`src/rtl/mips_mc_pkg.sv`:
```
// Shared encodings for the multi-cycle MIPS32 controller: FSM states, opcodes
// and the datapath mux select values.
package mips_mc_pkg;

    typedef enum logic [3:0] {
        StFetch    = 4'd0,
        StDecode   = 4'd1,
        StMemAddr  = 4'd2,
        StMemRd    = 4'd3,
        StMemWb    = 4'd4,
        StMemWr    = 4'd5,
        StRExec    = 4'd6,
        StRWb      = 4'd7,
        StBranch   = 4'd8,
        StJump     = 4'd9,
        StAddiExec = 4'd10,
        StAddiWb   = 4'd11,
        StHalt     = 4'd12
    } state_e;

    localparam logic [5:0] OP_RTYPE = 6'h00;
    localparam logic [5:0] OP_LW    = 6'h23;
    localparam logic [5:0] OP_SW    = 6'h2B;
    localparam logic [5:0] OP_BEQ   = 6'h04;
    localparam logic [5:0] OP_J     = 6'h02;
    localparam logic [5:0] OP_ADDI  = 6'h08;

    localparam logic [1:0] ALUB_B       = 2'b00;
    localparam logic [1:0] ALUB_FOUR    = 2'b01;
    localparam logic [1:0] ALUB_IMM     = 2'b10;
    localparam logic [1:0] ALUB_IMM_SH2 = 2'b11;

    localparam logic [1:0] ALUOP_ADD   = 2'b00;
    localparam logic [1:0] ALUOP_SUB   = 2'b01;
    localparam logic [1:0] ALUOP_FUNCT = 2'b10;

    localparam logic [1:0] PCSRC_ALU    = 2'b00;
    localparam logic [1:0] PCSRC_ALUOUT = 2'b01;
    localparam logic [1:0] PCSRC_JUMP   = 2'b10;

endpackage

```
`src/rtl/mips_mc_decode.sv`:
```
// Combinational state -> control-word lookup (Moore outputs of the controller).
module mips_mc_decode
    import mips_mc_pkg::*;
(
    input  logic [3:0] state,
    output logic       pc_write,
    output logic       pc_write_cond,
    output logic       i_or_d,
    output logic       mem_read,
    output logic       mem_write,
    output logic       ir_write,
    output logic       mem_to_reg,
    output logic       reg_dst,
    output logic       reg_write,
    output logic       alu_src_a,
    output logic [1:0] alu_src_b,
    output logic [1:0] alu_op,
    output logic [1:0] pc_source,
    output logic       instr_done
);

    always_comb begin
        pc_write      = 1'b0;
        pc_write_cond = 1'b0;
        i_or_d        = 1'b0;
        mem_read      = 1'b0;
        mem_write     = 1'b0;
        ir_write      = 1'b0;
        mem_to_reg    = 1'b0;
        reg_dst       = 1'b0;
        reg_write     = 1'b0;
        alu_src_a     = 1'b0;
        alu_src_b     = ALUB_B;
        alu_op        = ALUOP_ADD;
        pc_source     = PCSRC_ALU;
        instr_done    = 1'b0;
        unique case (state_e'(state))
            StFetch: begin
                mem_read  = 1'b1;
                ir_write  = 1'b1;
                pc_write  = 1'b1;
                alu_src_b = ALUB_FOUR;
            end
            StDecode: alu_src_b = ALUB_IMM_SH2;
            StMemAddr, StAddiExec: begin
                alu_src_a = 1'b1;
                alu_src_b = ALUB_IMM;
            end
            StMemRd: begin
                mem_read = 1'b1;
                i_or_d   = 1'b1;
            end
            StMemWr: begin
                mem_write  = 1'b1;
                i_or_d     = 1'b1;
                instr_done = 1'b1;
            end
            StMemWb: begin
                reg_write  = 1'b1;
                mem_to_reg = 1'b1;
                instr_done = 1'b1;
            end
            StRExec: begin
                alu_src_a = 1'b1;
                alu_op    = ALUOP_FUNCT;
            end
            StRWb: begin
                reg_write  = 1'b1;
                reg_dst    = 1'b1;
                instr_done = 1'b1;
            end
            StAddiWb: begin
                reg_write  = 1'b1;
                instr_done = 1'b1;
            end
            StBranch: begin
                alu_src_a     = 1'b1;
                pc_write_cond = 1'b1;
                alu_op        = ALUOP_SUB;
                pc_source     = PCSRC_ALUOUT;
                instr_done    = 1'b1;
            end
            StJump: begin
                pc_write   = 1'b1;
                pc_source  = PCSRC_JUMP;
                instr_done = 1'b1;
            end
            default: ;
        endcase
    end

endmodule

```
`src/rtl/mips_multicycle_controller.sv`:
```
// Multi-cycle MIPS32 control FSM: state register, opcode dispatch, sticky
// illegal-opcode flag and retired-instruction counter.
module mips_multicycle_controller
    import mips_mc_pkg::*;
#(
    parameter int unsigned RETIRE_W = 32
) (
    input  logic                clock,
    input  logic                reset,
    input  logic [5:0]          opcode,
    input  logic [5:0]          funct,
    input  logic                zero,
    output logic                pc_write,
    output logic                pc_write_cond,
    output logic                i_or_d,
    output logic                mem_read,
    output logic                mem_write,
    output logic                ir_write,
    output logic                mem_to_reg,
    output logic                reg_dst,
    output logic                reg_write,
    output logic                alu_src_a,
    output logic [1:0]          alu_src_b,
    output logic [1:0]          alu_op,
    output logic [1:0]          pc_source,
    output logic [3:0]          state,
    output logic                instr_done,
    output logic                illegal,
    output logic [RETIRE_W-1:0] retired
);

    state_e              r_state;
    state_e              w_state_next;
    logic                w_to_halt;
    logic                r_illegal;
    logic [RETIRE_W-1:0] r_retired;
    logic                w_instr_done;
    logic                w_unused_inputs;

    // funct and zero belong to the datapath (ALU control, PC load gating).
    assign w_unused_inputs = ^{funct, zero};

    always_comb begin
        w_state_next = r_state;
        w_to_halt    = 1'b0;
        unique case (r_state)
            StFetch:  w_state_next = StDecode;
            StDecode: begin
                unique case (opcode)
                    OP_RTYPE:     w_state_next = StRExec;
                    OP_LW, OP_SW: w_state_next = StMemAddr;
                    OP_BEQ:       w_state_next = StBranch;
                    OP_J:         w_state_next = StJump;
                    OP_ADDI:      w_state_next = StAddiExec;
                    default: begin
                        w_state_next = StHalt;
                        w_to_halt    = 1'b1;
                    end
                endcase
            end
            StMemAddr:  w_state_next = (opcode == OP_LW) ? StMemRd : StMemWr;
            StMemRd:    w_state_next = StMemWb;
            StRExec:    w_state_next = StRWb;
            StAddiExec: w_state_next = StAddiWb;
            StMemWb, StMemWr, StRWb, StBranch, StJump, StAddiWb: w_state_next = StFetch;
            StHalt:     w_state_next = StHalt;
            default:    w_state_next = StFetch;
        endcase
    end

    always_ff @(posedge clock or posedge reset) begin
        if (reset) begin
            r_state   <= StFetch;
            r_illegal <= 1'b0;
            r_retired <= '0;
        end else begin
            r_state <= w_state_next;
            if (w_to_halt) begin
                r_illegal <= 1'b1;
            end
            if (w_instr_done) begin
                r_retired <= r_retired + RETIRE_W'(1);
            end
        end
    end

    mips_mc_decode u_decode (
        .state         (r_state),
        .pc_write      (pc_write),
        .pc_write_cond (pc_write_cond),
        .i_or_d        (i_or_d),
        .mem_read      (mem_read),
        .mem_write     (mem_write),
        .ir_write      (ir_write),
        .mem_to_reg    (mem_to_reg),
        .reg_dst       (reg_dst),
        .reg_write     (reg_write),
        .alu_src_a     (alu_src_a),
        .alu_src_b     (alu_src_b),
        .alu_op        (alu_op),
        .pc_source     (pc_source),
        .instr_done    (w_instr_done)
    );

    assign state      = r_state;
    assign instr_done = w_instr_done;
    assign illegal    = r_illegal;
    assign retired    = r_retired;

endmodule
```
`config.mk`:
```
export PLATFORM = sky130hd
export DESIGN_NAME = mips_multicycle_controller
export DESIGN_NICKNAME = d
export VERILOG_FILES = /design/src/rtl/mips_mc_pkg.sv /design/src/rtl/mips_mc_decode.sv /design/src/rtl/mips_multicycle_controller.sv
export SDC_FILE = /design/constraint.sdc
export NUM_CORES = 1
export LEC_CHECK = 0
export ABC_AREA = 1
export CAP_MARGIN = 5
export CORE_AREA = 2 2 72 74
export CTS_BUF_LIST = sky130_fd_sc_hd__clkbuf_4 sky130_fd_sc_hd__clkbuf_8
export DETAILED_ROUTE_END_ITERATION = 8
export DIE_AREA = 0 0 74 76
export PLACE_DENSITY = 0.82
export SETUP_SLACK_MARGIN = 0.1
export SLEW_MARGIN = 20
export SYNTH_ARGS = -nofsm -noshare
export SYNTH_HDL_FRONTEND = slang
export SYNTH_SLANG_ARGS = --single-unit
```
`constraint.sdc`:
```
create_clock -name clock -period 2.8 [get_ports clock]
set_input_delay 0.42 -clock clock [delete_from_list [all_inputs] [get_ports clock]]
set_output_delay 0.42 -clock clock [all_outputs]
set_load 0.005 [all_outputs]
```
### Word-level counts from Yosys, hierarchy flattened

Cells that the tools add are included.

* word-level logic and storage cells: 51
* register bits: 37
* bits of input ports: 15

* $add $sub $neg: 1
* equal/unequal tests: 17
* reductions and logical operators: 11
* muxes and demuxes: 19

Operator list (count)
* 32-bit by 1-bit adder with 32-bit output, second input constant: 1
* 4-bit one-hot mux with 7 select lines: 1
* 4-bit == test, second input constant: 5
* 4-bit one-hot mux with 5 select lines: 1
* 4-bit by 3-bit == test with 1-bit output, second input constant: 4
* 1-bit 2-to-1 mux: 13
* 6-bit == test, second input constant: 2
* 6-bit OR reduction: 2
* 2-bit OR reduction: 5
* 4-bit by 2-bit == test with 1-bit output, second input constant: 2
* 2-bit one-hot mux with 2 select lines: 2
* 6-bit by 2-bit == test with 1-bit output, second input constant: 1
* 6-bit by 3-bit == test with 1-bit output, second input constant: 1
* 6-bit by 4-bit == test with 1-bit output, second input constant: 1
* 6-bit logical NOT: 1
* 2-bit one-hot mux with 3 select lines: 1
* 4-bit by 1-bit == test with 1-bit output, second input constant: 1
* 4-bit logical NOT: 1
* 4-bit OR reduction: 1
* 3-bit 2-to-1 mux: 1
* 3-bit OR reduction: 1

### Logic depth before layout (Yosys ltp)

Gate-level depths: netlist of the first run.

* depth after elaboration: 4
* mapped depth: 10
* depth with buffers taken out: 10

### Cells and area by module

From an unflattened synthesis of the first run, not the netlist that was laid out.

* cells, all modules: 300
* area, all modules: 2270.9 um^2

Modules (own cells, without submodules)
* mips_multicycle_controller: cells an instance 263, instances 1, area each 2114.5 um^2
* mips_mc_decode: cells an instance 37, instances 1, area each 156.4 um^2

### Worst setup path after synthesis of the first run

No wires, ideal clock.

* kind: register -> output
* start point: reg r_state[1], in the netlist state[1]
* end point: out alu_op[0]
* stages on the path, launching flop included: 5
* setup slack: 1.361 ns
* required time: 2.380 ns
* data arrival time: 1.019 ns
* cell sequence: dfrtp_1 nor2_1 inv_1 nor2_1 buf_4

* longest elaborated chain between the ends: 2
* elaborated cells between the ends (all ways): 3

Ends and longest elaborated chain
* start, declared: RTL line mips_multicycle_controller.sv:32 `state_e r_state;`
* start signal, assigned: RTL line mips_multicycle_controller.sv:73 `r_state <= StFetch;`
* start signal, assigned: RTL line mips_multicycle_controller.sv:77 `r_state <= w_state_next;`
* 4-bit == test or 4-bit by 3-bit == test with 1-bit output (tied branches): RTL line mips_mc_decode.sv:37 `unique case (state_e'(state))`
* 2-bit one-hot mux with 2 select lines (*): RTL line mips_mc_decode.sv:37
* end, declared: RTL line mips_multicycle_controller.sv:24 `output logic [1:0] alu_op,`

Every way passes the cells marked *; elsewhere a longest branch is shown, timed or not.

### Worst setup path in the final report of the first run

* start point: reg r_state[1], in the netlist state[1]
* end point: out pc_write

* longest elaborated chain between the ends: 3
* elaborated cells between the ends (all ways): 4

Ends and longest elaborated chain
* 4-bit == test or 4-bit logical NOT (tied branches): RTL line mips_mc_decode.sv:37
* 2-bit OR reduction (no line) (*)
* 1-bit 2-to-1 mux (*): RTL line mips_mc_decode.sv:37
* end, declared: RTL line mips_multicycle_controller.sv:13 `output logic pc_write,`

Marked as above.

==> flow_summary.yaml, run 1 <==
outcome:
  outcome: "finished clean"
detailed_routing:
  viasPerCell: 4.94
  routed_wl_mm: 5.58
  first_pass_iters: 5
  initialDrtViolationCount: 139
  wl_per_cell_um: 11.8
  vias: 2342
  drtAntennaViolNets: 0
  drc: 0
logic_synthesis:
  synth_top_family_by_area: "simple AND/OR/NAND/NOR gates"
  synth_warnings: 0
  synth_area_per_cell_um2: 7.02
  syn_area_um2: 2360
  synth-adder-area-share_pct: 0.531
  synth_mux_area_share_pct: 0
  ys_seq_area_share_pct: 39.3
  synth_cell_types: 28
  syn-instance-count: 336
  synth.net_count: 352
  synth-seq-cells: 37
  synth_compound_area_share_pct: 3.50
  synth-xor-area-share_pct: 7.06
  yosys.area_share.simple_pct: 41.6
clock_network:
  post_cts_resize_count: 0
  post_cts_buffers: 0
  cts_hold_buffers: 0
  tritoncts: "built"
  clock_path_buffers: 2
  cts_buffers: 5
  cts_sinks: 37
  cts_htree_levels: 2
  clkTransAtPathRegs_ns: 0.07
  insertion_delay_ns: 0.29
  cts-root-buf: "clkbuf_8"
grt:
  grt_max_degree: 38
  met1_usage_pct: 28.5
  grt_pass1_wl_mm: 9.64
  grt.total_usage_pct: 21.4
  grt_pass1_vias: 2140
  top_usage_layer: "met2"
  grt_use_met3_pct: 4.23
  overflow: 0
  antenna_found_initial: 0
  grt_use_met2_pct: 35.4
timing:
  hold_viol: 0
  finalSetupViolations: 0
  finClkSkew_ns: 0.00481
  fin_crit_sh_pct: 81.0
  rsz0062_at_grt: "no"
  max-slew-margin-rel_pct: 70.0
  hold_slack_ns: 0.477
  min_period_ns: 2.27
  maxSlewViolCount: 0
  fmax_ghz: 0.441
  setup_tns_ns: 0
  tightestPinTransition_ns: 0.451
critical_path:
  cp_max_fo: 7
  cp.arrival_ns: 1.85
  setup.worst_path.start_class: "flop"
  r2r_setup_slack_ns: 1.16
  required_ns: 2.38
  path_class: "reg -> out"
  cp-end-kind: "output pin"
final_layout:
  seqCellArea_um2: 926
  drive_gt1_share_pct: 6.93
  nNetsFinal: 419
  multi_input_area_um2: 1240
  synthToLayoutAreaGrowth_pct: 33.3
  n_antenna_cell: 0
  fillers: 429
placement:
  gp_congestion: 0.910
  dp_hpwl_mm: 4.42
  io_buffers: 61
power:
  leakage_nw: 1.44
  power_density_nw_per_um2: 583
  vdd_drop_max_uv: 421
die:
  die-area_um2: 5620
  boundaryPins: 69
  rows: 26
  die_x_um: 74
  initial_core_util_pct: 48.0
  coreArea_um2: 4910
  fp.dieH_um: 76
run:
  maxCapViolCount: 0
min_path:
  hold_class: "reg -> reg"
[cells in the final DEF (no fill, tap or decap), types with 6 or more instances in the layout]
cell             Yosys  routed
dfrtp_1             37      37
nand2_1            110     110
xor2_1              14      14
nand3_1             17      17
inv_1               43      43
nor2_4               6       6
nor2_1              56      56
nand4_1              9       9
clkdlybuf4s50_1      0      61
[synthesized netlist by cell type, drive strengths merged]
cell,number,area [um2]
nor3,7,45.0
nor2,64,290
o22ai,3,18.8
buf,3,20.0
nand3b,3,22.5
o221ai,1,8.76
xor2,14,123
ha,1,12.5
and2,1,6.26
a21oi,3,15.0
o211ai,1,7.51
o21bai,1,7.51
nand4,9,56.3
dfrtp,37,926
inv,45,169
nand2,115,459
o21ai,5,25.0
nand3,18,103
xnor2,5,43.8
[routing by layer]
metal | part of all wire [%] | wire, um | up-vias
met1 | 43 | 2420 | 1091
li1 | - | - | 1178
met3 | 4.6 | 256 | 6
met5 | 0 | 0 | -
met4 | 1.1 | 61 | 0
met2 | 51 | 2830 | 67
[cell families (layout without fill, tap and decap cells)]
group | count (synthesis) | in the layout
and+or+nand+nor | 217 | 217
buffers and inverters | 48 | 116
DFF | 37 | 37
xor gates and xnor gates | 19 | 19
AOI/OAI and AO/OA | 14 | 14
adders and majority gates | 1 | 1
[critical path: stages, from the launching register on]
cell,delay [ns]
dfrtp_1,0.48
nor2_1,0.17
inv_1,0.11
nor2_1,0.13
inv_1,0.07
o21ai_0,0.07
clkdlybuf4s50_1,0.53
[worst paths after layout]
kind	startpoint	to	cells past startpoint
max reg2reg	state[3]	retired[25]	9
max in group asynchronous	reset	retired[8]	3
min reg2reg	illegal	illegal	2
min	illegal	illegal	2
max	state[1]	pc_write	6
min in group asynchronous	reset	illegal	3
[sequential cells by signal, summed over array words and instances (netlist names)]
signal,flops
state,4
illegal,1
retired,32
[power by group]
part	total, W	leakage (nW)	switching (W)	internal (W)
Sequential	0.000674	0.499	0.0000789	0.000595
Clock	0.000387	0.0498	0.000181	0.000206
Combinational	0.000771	0.896	0.000388	0.000383
Total	0.00183	1.44	0.000647	0.00118
[per-stage QoR]
step | power, W | util (%) | instances | cell area (um2) | setup slack (ns)
after floorplan | 0.00107 | - | 336 | 2360 | 1.36
after global placement | 0.00144 | 62.1 | 466 | 3050 | 0.897
after detailed placement | 0.00146 | 62.1 | 466 | 3050 | 0.835
after CTS | 0.00185 | 64.0 | 474 | 3140 | 0.518
after global routing | 0.00195 | 64.0 | 474 | 3140 | 0.370
final | 0.00183 | 64.0 | 474 | 3140 | 0.532
[cell type report]
class                           count  share of cell area, %
Multi-Input combinational cell    251                   39.6
Sequential cell                    37                   29.5
Timing Repair Buffer               63                   19.9
Inverter                           45                   5.37
Clock buffer                        8                   2.91
Tap cell                           70                   2.79
(Power assumes the default switching activity.)
==> run 2, diff against run 1 <==
--- a/config.mk
+++ b/config.mk
@@ -7,11 +7,11 @@
 export LEC_CHECK = 0
 export ABC_AREA = 1
 export CAP_MARGIN = 5
-export CORE_AREA = 2 2 72 74
+export CORE_AREA = 2 2 73 75
 export CTS_BUF_LIST = sky130_fd_sc_hd__clkbuf_4 sky130_fd_sc_hd__clkbuf_8
 export DETAILED_ROUTE_END_ITERATION = 8
-export DIE_AREA = 0 0 74 76
-export PLACE_DENSITY = 0.82
+export DIE_AREA = 0 0 75 77
+export PLACE_DENSITY = 0.8
 export SETUP_SLACK_MARGIN = 0.1
 export SLEW_MARGIN = 20
 export SYNTH_ARGS = -nofsm -noshare
==> constraint.sdc (replaced) <==
create_clock -name clock -period 2.1 [get_ports clock]
set_input_delay 0.315 -clock clock [delete_from_list [all_inputs] [get_ports clock]]
set_output_delay 0.315 -clock clock [all_outputs]
set_load 0.005 [all_outputs]
==> run 2 against run 1 <==
Combinational power increased by 50%. Critical path depth unchanged. Non-clock buffer count increased by 8. Hold slack got worse by 0.049 ns. Cell count increased by 1.5%. Clock power increased by 32%. Clock-buffer cell count decreased by 1. Register-to-register slack got worse by 0.80 ns. Critical path type unchanged. Largest power group unchanged.
==> flow_summary.yaml, run 2 (same netlist as run 1, synthesis figures left out) <==
timing:
  finClkSkew_ns: 0.00490
  max-slew-margin-rel_pct: 69.5
  finalSetupViolations: 0
  fin_crit_sh_pct: 96.5
  fmax_ghz: 0.493
  hold_viol: 0
  tightestPinTransition_ns: 0.458
  fin_ws_ns: 0.0736
  min_period_ns: 2.03
  rsz0062_at_grt: "yes"
  maxSlewViolCount: 0
clock_network:
  clock_path_buffers: 2
  cts_hold_buffers: 0
  tritoncts: "built"
  cts_buffers: 5
  insertion_delay_ns: 0.29
  cts_htree_levels: 2
  cts-root-buf: "clkbuf_8"
  clkTransAtPathRegs_ns: 0.07
  cts_sinks: 37
final_layout:
  drive_gt1_share_pct: 11.2
  fillers: 424
  n_antenna_cell: 0
  nNetsFinal: 427
  final_cell_mix: "110 x nand2_1, 56 x clkdlybuf4s50_1, 52 x nor2_1"
  fin_util_pct: 64.8
  final_common_cell: "nand2_1"
  largest_reg_flops: 32
  synthToLayoutAreaGrowth_pct: 36.7
outcome:
  outcome: "finished clean"
die:
  initial_core_util_pct: 47.4
  die_x_um: 75
  boundaryPins: 69
  die-area_um2: 5780
  coreArea_um2: 4980
  rows: 26
  fp.dieH_um: 77
critical_path:
  slowest_stage: "clkdlybuf4s50_1"
  path_cells: "nor2_2, inv_2, nor2_2, inv_1, nand2_1, clkdlybuf4s50_1"
  cp.arrival_ns: 1.71
  setup.worst_path.start_class: "flop"
  cp-end-kind: "output pin"
  required_ns: 1.78
  cp_max_fo: 5
  path_class: "reg -> out"
  critPathBufInv: 3
  slowest_delay_ns: 0.49
  cp_common_cell: "nor2_2"
  crit_family: "buffers and inverters"
detailed_routing:
  viasPerCell: 5.01
  wl_per_cell_um: 12.3
  highest_layer: "met4"
  first_pass_iters: 5
  initialDrtViolationCount: 128
  wl_met3_um: 346
  drtAntennaViolNets: 0
  routedLengthMet1_mm: 2.49
  drc: 0
  met2_length_mm: 2.94
  vias: 2408
  routed_wl_mm: 5.90
power:
  leakage_nw: 1.53
  power_density_nw_per_um2: 797
  vdd_drop_max_uv: 715
  power_w: 0.00257
min_path:
  hold_class: "in -> async"
grt:
  grt_pass1_vias: 2220
  grt_max_degree: 38
  antenna_found_initial: 0
  grt_pass1_wl_mm: 9.72
  grt.total_usage_pct: 21.6
  overflow: 0
placement:
  io_buffers: 61
  post-place-ws_ns: 0.273
  dp_hpwl_mm: 4.48
  gp_congestion: 0.894
run:
  maxCapViolCount: 0
[run 2: cell count changes in the layout (fill, tap and decap cells not counted), moves of 3 or more]
| cell | delta |
|---|---|
| buf_4 | +8 |
| clkdlybuf4s50_1 | -5 |
| inv_1 | -5 |
| inv_2 | +5 |
| nor2_1 | -4 |
| dlymetal6s2s_1 | +3 |
| nor2_2 | +3 |
[run 2: worst min-delay path, stage by stage]
cell             delay, ns
clkdlybuf4s50_1       0.39
inv_1                 0.05
buf_4                 0.39
[run 2: power breakdown]
group / internal (W) / total, W / switching, W
combinational: 0.000575 / 0.00116 / 0.000589
clock: 0.000273 / 0.000510 / 0.000237
sequential: 0.000796 / 0.000896 / 0.000100
total: 0.00164 / 0.00257 / 0.000926
[run 2: through the flow]
step / TNS, ns / instances / hold slack, ns / instance area, um2
6_report: 0 / 481 / 0.428 / 3220
5_1_grt: -0.0226 / 481 / 0.504 / 3220
4_1_cts: 0 / 478 / 0.451 / 3180
3_5_place_dp: 0 / 466 / 0.452 / 3050
3_3_place_gp: 0 / 466 / 0.463 / 3050
2_1_floorplan: 0 / 336 / 0.458 / 2360
[run 2: what timing repair did]
item                                    4_1_cts  5_1_grt
endpoints found under the setup margin       10       13
setup buffers                                 5        3
pin swaps                                     0        2
gates resized for setup                       7       10
[run 2: path summary, 6_finish.rpt]
| check | slack (ns) | end | depth (start not counted) | startpoint |
|---|---|---|---|---|
| hold reg to reg | 0.49 | illegal | 2 | illegal |
| setup reg to reg | 0.36 | retired[25] | 10 | state[3] |
| min in group clock | 0.49 | illegal | 2 | illegal |
| max in group asynchronous | 1.33 | state[1] | 3 | reset |
| hold / removal | 0.43 | retired[23] | 3 | reset |
| setup / recovery | 0.07 | mem_read | 6 | state[1] |
[run 2: final cells by class]
type	count	area, um2	share of cell area, %
Multi-Input combinational cell	251	1260	39.0
Sequential cell	37	928	28.8
Timing Repair Buffer	71	691	21.4
Inverter	45	169	5.24
Clock buffer	7	90.1	2.79
Tap cell	70	87.6	2.72
[run 2: routing by layer]
layer,vias to the layer above,GRT usage [%]
met5,-,0
met4,0,7.86
met3,11,3.94
met2,87,35.0
met1,1118,28.1
li1,1192,-
